### config.mk
export PLATFORM = sky130hd
export DESIGN_NAME = jtgng_ps2_keymap
export DESIGN_NICKNAME = d
export VERILOG_FILES = /design/src/rtl/jtgng_ps2_keymap.sv
export SDC_FILE = /design/constraint.sdc
export NUM_CORES = 1
export LEC_CHECK = 0
export CAP_MARGIN = 20
export CORE_MARGIN = 1
export CORE_UTILIZATION = 61
export DETAILED_ROUTE_END_ITERATION = 8
export HOLD_SLACK_MARGIN = 0.03
export PLACE_DENSITY = 0.89
export SLEW_MARGIN = 20
export SYNTH_ARGS = -nofsm -noshare
export SYNTH_HDL_FRONTEND = slang
export SYNTH_SLANG_ARGS = --single-unit
export TNS_END_PERCENT = 20
### constraint.sdc
create_clock -name clk_rgb -period 2.75 [get_ports clk_rgb]
set_clock_uncertainty 0.05 [all_clocks]
set_input_delay 0.825 -clock clk_rgb [delete_from_list [all_inputs] [get_ports clk_rgb]]
set_output_delay 0.825 -clock clk_rgb [all_outputs]
set_load 0.02 [all_outputs]
### src/rtl/jtgng_ps2_keymap.sv
// +--------------------------------------------------------------------+
// | jtgng_ps2_keymap: PS/2 receiver + set-2 scan-code to key decoder    |
// | Rev 1.0                                                             |
// +--------------------------------------------------------------------+
`default_nettype none

module jtgng_ps2_keymap #(
  parameter int FILTER  = 8,
  parameter int TIMEOUT = 24000
) (
  input  logic       clk_rgb,
  input  logic       rst,
  input  logic       ps2_clk,
  input  logic       ps2_data,
  output logic [9:0] key_joy1,
  output logic [9:0] key_joy2,
  output logic [1:0] key_start,
  output logic [1:0] key_coin,
  output logic       key_reset,
  output logic       key_pause,
  output logic       frame_err
);

  localparam int c_FW = $clog2(FILTER + 1);
  localparam int c_WW = $clog2(TIMEOUT + 1);

  typedef enum logic [1:0] {ST_IDLE, ST_DATA, ST_PARITY, ST_STOP} state_t;

  logic [1:0]      r_clk_sync, r_dat_sync;
  logic            r_clk_filt;
  logic [c_FW-1:0] r_filt_cnt;
  logic            w_fall, w_dat, w_timeout;

  state_t          r_st, w_st_nxt;
  logic [2:0]      r_bitcnt;
  logic [7:0]      r_shift;
  logic            r_par;
  logic [c_WW-1:0] r_wd;
  logic            r_byte_valid, w_valid_nxt, w_err_nxt;

  logic            r_ext, r_brk;
  logic [2:0]      r_skip;
  logic [19:0]     r_keys, w_mask;

  assign w_dat     = r_dat_sync[1];
  // Strobe on the sample that completes FILTER consecutive lows
  assign w_fall    = r_clk_filt && !r_clk_sync[1] && (r_filt_cnt == c_FW'(FILTER - 1));
  assign w_timeout = (r_st != ST_IDLE) && !w_fall && (r_wd == c_WW'(TIMEOUT - 1));

  always_ff @(posedge clk_rgb) begin
    if (rst) begin
      r_clk_sync <= 2'b11;
      r_dat_sync <= 2'b11;
      r_clk_filt <= 1'b1;
      r_filt_cnt <= '0;
    end else begin
      r_clk_sync <= {r_clk_sync[0], ps2_clk};
      r_dat_sync <= {r_dat_sync[0], ps2_data};
      if (r_clk_sync[1] == r_clk_filt) begin
        r_filt_cnt <= '0;
      end else if (r_filt_cnt == c_FW'(FILTER - 1)) begin
        r_clk_filt <= r_clk_sync[1];
        r_filt_cnt <= '0;
      end else begin
        r_filt_cnt <= r_filt_cnt + 1'b1;
      end
    end
  end

  always_comb begin
    w_st_nxt    = r_st;
    w_valid_nxt = 1'b0;
    w_err_nxt   = 1'b0;
    if (w_timeout) begin
      w_st_nxt  = ST_IDLE;
      w_err_nxt = 1'b1;
    end else if (w_fall) begin
      case (r_st)
        ST_IDLE:   if (w_dat) w_err_nxt = 1'b1; else w_st_nxt = ST_DATA;
        ST_DATA:   if (r_bitcnt == 3'd7) w_st_nxt = ST_PARITY;
        ST_PARITY: w_st_nxt = ST_STOP;
        default: begin
          w_st_nxt = ST_IDLE;
          if (w_dat && (^{r_shift, r_par})) w_valid_nxt = 1'b1;
          else                              w_err_nxt   = 1'b1;
        end
      endcase
    end
  end

  always_ff @(posedge clk_rgb) begin
    if (rst) begin
      r_st         <= ST_IDLE;
      r_bitcnt     <= '0;
      r_shift      <= '0;
      r_par        <= 1'b0;
      r_wd         <= '0;
      r_byte_valid <= 1'b0;
      frame_err    <= 1'b0;
    end else begin
      r_st         <= w_st_nxt;
      r_byte_valid <= w_valid_nxt;
      frame_err    <= w_err_nxt;
      if (r_st == ST_IDLE || w_fall || w_timeout) r_wd <= '0;
      else                                          r_wd <= r_wd + 1'b1;
      if (w_fall && r_st == ST_IDLE) r_bitcnt <= '0;
      if (w_fall && r_st == ST_DATA) begin
        r_shift  <= {w_dat, r_shift[7:1]};
        r_bitcnt <= r_bitcnt + 1'b1;
      end
      if (w_fall && r_st == ST_PARITY) r_par <= w_dat;
    end
  end

  // Bit order: joy1[6:0], joy2[6:0], start[1:0], coin[1:0], pause, reset
  always_comb begin
    w_mask = '0;
    case ({r_ext, r_shift})
      9'h174: w_mask[0]  = 1'b1;
      9'h16B: w_mask[1]  = 1'b1;
      9'h172: w_mask[2]  = 1'b1;
      9'h175: w_mask[3]  = 1'b1;
      9'h014: w_mask[4]  = 1'b1;
      9'h011: w_mask[5]  = 1'b1;
      9'h029: w_mask[6]  = 1'b1;
      9'h034: w_mask[7]  = 1'b1;
      9'h023: w_mask[8]  = 1'b1;
      9'h02B: w_mask[9]  = 1'b1;
      9'h02D: w_mask[10] = 1'b1;
      9'h01C: w_mask[11] = 1'b1;
      9'h01B: w_mask[12] = 1'b1;
      9'h015: w_mask[13] = 1'b1;
      9'h016: w_mask[14] = 1'b1;
      9'h01E: w_mask[15] = 1'b1;
      9'h02E: w_mask[16] = 1'b1;
      9'h036: w_mask[17] = 1'b1;
      9'h04D: w_mask[18] = 1'b1;
      9'h004: w_mask[19] = 1'b1;
      default: w_mask = '0;
    endcase
  end

  // Key states survive frame errors; only the prefix state is discarded
  always_ff @(posedge clk_rgb) begin
    if (rst) begin
      r_ext  <= 1'b0;
      r_brk  <= 1'b0;
      r_skip <= '0;
      r_keys <= '0;
    end else if (frame_err) begin
      r_ext  <= 1'b0;
      r_brk  <= 1'b0;
      r_skip <= '0;
    end else if (r_byte_valid) begin
      if (r_skip != 3'd0)        r_skip <= r_skip - 1'b1;
      else if (r_shift == 8'hE0) r_ext  <= 1'b1;
      else if (r_shift == 8'hF0) r_brk  <= 1'b1;
      else if (r_shift == 8'hE1) r_skip <= 3'd7;
      else begin
        r_keys <= r_brk ? (r_keys & ~w_mask) : (r_keys | w_mask);
        r_ext  <= 1'b0;
        r_brk  <= 1'b0;
      end
    end
  end

  assign key_joy1  = {3'b000, r_keys[6:0]};
  assign key_joy2  = {3'b000, r_keys[13:7]};
  assign key_start = r_keys[15:14];
  assign key_coin  = r_keys[17:16];
  assign key_pause = r_keys[18];
  assign key_reset = r_keys[19];

endmodule

`default_nettype wire
==> results of run 1 <==
## where the power goes
| part | internal, mW | leakage [nW] | switching (mW) |
|---|---|---|---|
| Sequential | 0.944 | 0.524 | 0.00166 |
| Clock | 0.530 | 0.106 | 0.352 |
| Combinational | 0.0123 | 0.684 | 0.0236 |
## per-layer routing
layer / up-vias / part of all wire (%) / GRT usage [%]
li1: 1293 / - / -
met1: 1225 / 42 / 29.02
met2: 78 / 51 / 43.12
met3: 21 / 3.8 / 6.036
met4: 0 / 3.0 / 16.88
met5: - / 0 / 0
## placed cells by master (no fill, tap or decap), types with 5 or more instances in the layout
cell type / Yosys / final
nand2_1: 32 / 32
mux2i_1: 10 / 10
dfxtp_1: 65 / 65
and3_1: 7 / 7
conb_1: 1 / 6
nor2_1: 38 / 38
nand2b_1: 6 / 6
o21ai_0: 5 / 5
a21oi_1: 26 / 26
a311oi_1: 9 / 9
xnor2_1: 11 / 11
ha_1: 11 / 11
clkdlybuf4s50_1: 0 / 24
nor3_1: 11 / 11
inv_1: 10 / 10
clkbuf_8: 0 / 10
nand4_1: 12 / 12
xor2_1: 8 / 8
nand3_1: 10 / 10
## final cells by class
class | instances | area [sq um]
Clock buffer | 12 | 145.1
Clock inverter | 3 | 65.06
Fill cell | 365 | 1259
Inverter | 10 | 37.54
Multi-Input combinational cell | 260 | 1689
Sequential cell | 65 | 1301
Tap cell | 67 | 83.83
Timing Repair Buffer | 26 | 267.8
## logic make-up (layout without fill, tap and decap cells)
family / count (synthesis) / count (layout) / synth area share (%)
xor gates and xnor gates: 20 / 20 / 6.002
buffers and inverters: 38 / 51 / 5.604
other: 1 / 6 / 0.1191
adders and majority gates: 11 / 11 / 4.372
muxes: 10 / 10 / 3.180
AOI/OAI and AO/OA: 57 / 57 / 12.08
DFF: 65 / 65 / 41.34
and+or+nand+nor: 156 / 156 / 27.31
## through the flow
stage / power [mW] / hold slack, ps
floorplan: 0.9978 / 339.5
global placement: 1.001 / 341.2
detailed placement: 1.003 / 353.1
CTS: 1.870 / 366.1
global route: 1.921 / 386.4
finish: 1.863 / 363.7
## path summary, 6_finish.rpt
kind	endpoint	slack, ps	cells after the start
hold reg to reg	r_clk_sync[1]	360	1
setup reg to reg	frame_err	730	4
setup / recovery	frame_err	550	1
hold / removal	r_clk_sync[1]	360	1
## cell usage after synthesis, drive strengths merged (2+ instances only)
master  instances
nand4          12
nor2b           2
xnor2          11
nor4            6
nor3b           2
nand2b          6
nor3           11
inv            10
a311oi          9
or2             6
or4             3
a31oi           4
a41o            2
mux2i          10
nand3          10
a22oi           4
and3            7
xor2            8
nor2           38
or3             3
a21oi          26
o21ai           5
nand2          32
and2            4
nor4b           2
and4b           5
dfxtp          65
ha             11
clkbuf         18
buf             9
==> impl_metrics.py, run 1 <==
metrics = {
    "sta": {
        "slew_headroom_pct": 61.28,
        "layout_setup_ws_ps": 551.8,
        "max_clock_freq_ghz": 0.4549,
        "period_needed_ps": 2198,
        "rsz0062_at_grt": "no",
        "slew_viol_final": 0,
        "setup_viol": 0,
        "fin_crit_sh_pct": 79.93,
        "hold_viol": 0,
        "fin_setup_tns_ps": 0,
        "worst_pin_slew_ps": 576.3,
    },
    "floorplan": {
        "fp.dieW_microns": 73.84,
        "start_util_pct": 64.93,
        "die-area_sq_um": 5452,
        "rows": 25,
        "die_h_microns": 73.84,
        "ios": 31,
        "core_sq_um": 4848,
    },
    "drt": {
        "wirelength_microns": 6397,
        "dr.pass1.iters": 4,
        "drt_iter0_drc": 164,
        "avgRoutedWirePerCell_microns": 14.44,
        "vias": 2617,
        "via_per_inst": 5.907,
        "drc": 0,
        "ant_nets": 0,
    },
    "flow_run": {
        "drv_cap": 0,
    },
    "logic_synthesis": {
        "synth_cell_types": 53,
        "synth_seq_cells": 65,
        "synth_top_area_share_pct": 41.34,
        "ys_seq_area_share_pct": 41.34,
        "synthArstFlopShare_pct": 0,
        "syn_area_per_cell_sq_um": 8.793,
        "yosysWarnings": 0,
        "synthCells": 358,
        "syn_area_sq_um": 3148,
        "synthFlopType": "dfxtp_1",
        "synth-edff-count": 0,
        "yosys.area.top_type": "dfxtp_1",
        "synth_area_leaders": "dfxtp_1 41%, nor2_1 4.5%, ha_1 4.4%",
    },
    "finish": {
        "finalNonFillerCells": 443,
        "layout-drive-gt1-share_pct": 6.915,
        "synthToLayoutAreaGrowth_pct": 14.03,
        "num-nets-final": 387,
        "finish.utilization_pct": 74.04,
        "final_area_sq_um": 3590,
        "diodes": 0,
    },
    "min_path": {
        "min_from": "r_clk_sync[0]",
        "hold_class": "reg -> reg",
    },
    "critical_path": {
        "cpMaxStageDelayCell": "clkdlybuf4s50_1",
        "worstPathCellList": "clkdlybuf4s50_1",
        "start_kind": "register",
        "crit_family": "buffers and inverters",
        "crit_start": "frame_err",
        "cp.arrival_ps": 1320,
        "cp_data_required_time_ps": 1880,
        "critPathBufInv": 1,
        "timing.rr.start": "r_shift[1]",
        "path_class": "reg -> out",
        "max_stage_delay_ps": 620,
        "cp_max_fo": 4,
        "end_kind": "output pin",
    },
    "clock_tree": {
        "cts_made_buffers": 9,
        "clk_pin_slew_worst_paths_ps": 70,
        "cts_htree_levels": 3,
        "cts_tree": "built",
        "clk_latency_ps": 340,
        "cts_hold_buf": 0,
        "cts_setup_buffers": 0,
        "cts_root_buf": "clkbuf_8",
        "cts_sinks": 65,
        "clk_path_buf_depth": 2,
        "cts_resized": 0,
    },
    "global_routing": {
        "grt_usage_pct": 25.70,
        "grt_pass1_wl_microns": 10650,
        "grt_pass1_vias": 2531,
        "antenna_found_initial": 0,
        "grt_max_degree": 46,
        "overflow": 0,
    },
    "power": {
        "p_per_area_nw_per_um2": 519.1,
        "power_leakage_nw": 1.315,
        "peakVddDrop_mv": 0.3477,
    },
    "place": {
        "dp_cells": 428,
        "post-dp-hpwl_microns": 4155,
        "portBuffers": 24,
        "pre_cts_slack_ps": 333.9,
        "place_congestion": 0.8317,
        "placed_area_sq_um": 3379,
    },
    "run_status": {
        "status": "completed",
    },
}
No activity file was read; power rests on OpenSTA's default activity.
==> run 2: changes to the inputs <==
--- a/config.mk
+++ b/config.mk
@@ -7,10 +7,10 @@
 export LEC_CHECK = 0
 export CAP_MARGIN = 20
 export CORE_MARGIN = 1
-export CORE_UTILIZATION = 61
+export CORE_UTILIZATION = 57
 export DETAILED_ROUTE_END_ITERATION = 8
 export HOLD_SLACK_MARGIN = 0.03
-export PLACE_DENSITY = 0.89
+export PLACE_DENSITY = 0.85
 export SLEW_MARGIN = 20
 export SYNTH_ARGS = -nofsm -noshare
 export SYNTH_HDL_FRONTEND = slang
==> constraint.sdc (replaced) <==
create_clock -name clk_rgb -period 2.2 [get_ports clk_rgb]
set_clock_uncertainty 0.05 [all_clocks]
set_input_delay 0.66 -clock clk_rgb [delete_from_list [all_inputs] [get_ports clk_rgb]]
set_output_delay 0.66 -clock clk_rgb [all_outputs]
set_load 0.02 [all_outputs]
==> run 2 against run 1 <==
Clock power rose by 22%; die area rose by 6.8%; sequential share of layout area fell by 0.34 points; combinational power rose by 19%; critical path depth did not move; register-to-register slack got worse by 490 ps; critical path type unchanged; largest power group unchanged.
==> impl_metrics.py, run 2 (synthesis results as in run 1) <==
metrics = {
    "run_status": {
        "status": "completed",
    },
    "power": {
        "cell_internal_pwr_mw": 1.808,
        "power_leakage_nw": 1.332,
        "p_seq_share_pct": 51.3,
        "peakVddDrop_mv": 0.4141,
        "switching_share_pct": 21.50,
        "switchingPower_mw": 0.4950,
        "p_per_area_nw_per_um2": 635.5,
        "p_clk_share_pct": 46.8,
        "power_frac_comb_pct": 1.9,
    },
    "clock_tree": {
        "clk_latency_ps": 340,
        "cts_htree_levels": 3,
        "clk_pin_slew_worst_paths_ps": 70,
        "cts_root_buf": "clkbuf_8",
        "cts_setup_buffers": 0,
        "cts_made_buffers": 9,
        "clk_path_buf_depth": 2,
        "cts_tree": "built",
        "cts_sinks": 65,
        "cts_hold_buf": 0,
        "cts_resized": 0,
    },
    "place": {
        "pre_cts_slack_ps": 120.0,
        "post-dp-hpwl_microns": 4378,
        "place_congestion": 0.8268,
        "portBuffers": 24,
    },
    "critical_path": {
        "max_stage_delay_ps": 620,
        "worstPathCellList": "clkdlybuf4s50_1",
        "path_class": "reg -> out",
        "cpMaxStageDelayCell": "clkdlybuf4s50_1",
        "start_kind": "register",
        "end_kind": "output pin",
        "critPathBufInv": 1,
        "cp_data_required_time_ps": 1490,
        "cp.arrival_ps": 1330,
        "crit_family": "buffers and inverters",
        "crit_start": "frame_err",
        "cp_max_fo": 4,
        "timing.rr.start": "r_skip[0]",
    },
    "global_routing": {
        "overflow": 0,
        "grt_pass1_wl_microns": 10680,
        "antenna_found_initial": 0,
        "grt_usage_pct": 23.04,
        "grt_max_degree": 37,
        "grt_pass1_vias": 2442,
    },
    "finish": {
        "num-nets-final": 392,
        "diodes": 0,
        "final_common_cell": "dfxtp_1",
        "synthToLayoutAreaGrowth_pct": 15.10,
        "layout-drive-gt1-share_pct": 8.901,
        "most-common-layout-cells": "65 x dfxtp_1, 38 x nor2_1, 32 x nand2_1",
    },
    "sta": {
        "fin_setup_tns_ps": 0,
        "max_clock_freq_ghz": 0.4906,
        "period_needed_ps": 2038,
        "worst_pin_slew_ps": 517.9,
        "slew_viol_final": 0,
        "setup_viol": 0,
        "fin_crit_sh_pct": 92.66,
        "rsz0062_at_grt": "no",
        "layout_setup_ws_ps": 161.5,
        "slew_headroom_pct": 65.10,
        "hold_viol": 0,
    },
    "drt": {
        "ant_nets": 0,
        "vias": 2607,
        "met3WireLength_microns": 181,
        "wirelength_microns": 6311,
        "drc": 0,
        "wl_met1_microns": 2880,
        "highest_layer": "met4",
        "avgRoutedWirePerCell_microns": 13.96,
        "via_per_inst": 5.768,
        "met2_length_microns": 3092,
        "drt_iter0_drc": 172,
        "dr.pass1.iters": 4,
    },
    "floorplan": {
        "ios": 31,
        "start_util_pct": 60.48,
        "fp.dieW_microns": 76.32,
        "die_h_microns": 76.32,
        "rows": 26,
        "core_sq_um": 5205,
        "die-area_sq_um": 5824,
    },
    "min_path": {
        "min_from": "r_clk_sync[0]",
        "hold_class": "reg -> reg",
    },
    "flow_run": {
        "drv_cap": 0,
    },
}
[run 2: final cells by class]
class,instances,area [sq um]
fillers,419,1582
inverters,10,37.54
multi-input cells,260,1689
clock buffers,12,165.2
flip-flops and latches,65,1301
well taps,70,87.58
clock inverters,4,50.05
repair buffers,31,292.8
[run 2: path summary, 6_finish.rpt]
check,cells after the start,slack [ps],endpoint
max,1,160,frame_err
min,1,370,r_clk_sync[1]
max reg2reg,6,240,register
min reg2reg,1,370,r_clk_sync[1]
[run 2: routing by layer]
metal	vias to the layer above	track usage, %
met5	-	0
met4	0	13.46
met3	18	4.431
met2	56	40.18
met1	1232	26.10
li1	1301	-
[run 2: stage by stage]
stage | total power [mW] | std cells | hold slack, ps | area, sq um | util (%)
CTS | 2.311 | 452 | 367.9 | 3623 | 69.62
detailed placement | 1.251 | 436 | 351.5 | 3408 | 65.48
global route | 2.370 | 452 | 380.9 | 3623 | 69.62
finish | 2.303 | 452 | 366.2 | 3623 | 69.62
floorplan | 1.247 | 363 | 339.5 | 3167 | -
global placement | 1.250 | 436 | 343.4 | 3408 | 65.48
[run 2: power by group through the flow]
| stage | Clock [mW] | Combinational (mW) | Sequential (mW) |
|---|---|---|---|
| 3_3_place_gp | 0 | 0.0412 | 1.21 |
| 6_report | 1.08 | 0.0427 | 1.18 |
| 2_1_floorplan | 0 | 0.0389 | 1.21 |
| 3_5_place_dp | 0 | 0.0424 | 1.21 |
| 5_1_grt | 1.14 | 0.0470 | 1.18 |
| 4_1_cts | 1.09 | 0.0426 | 1.18 |
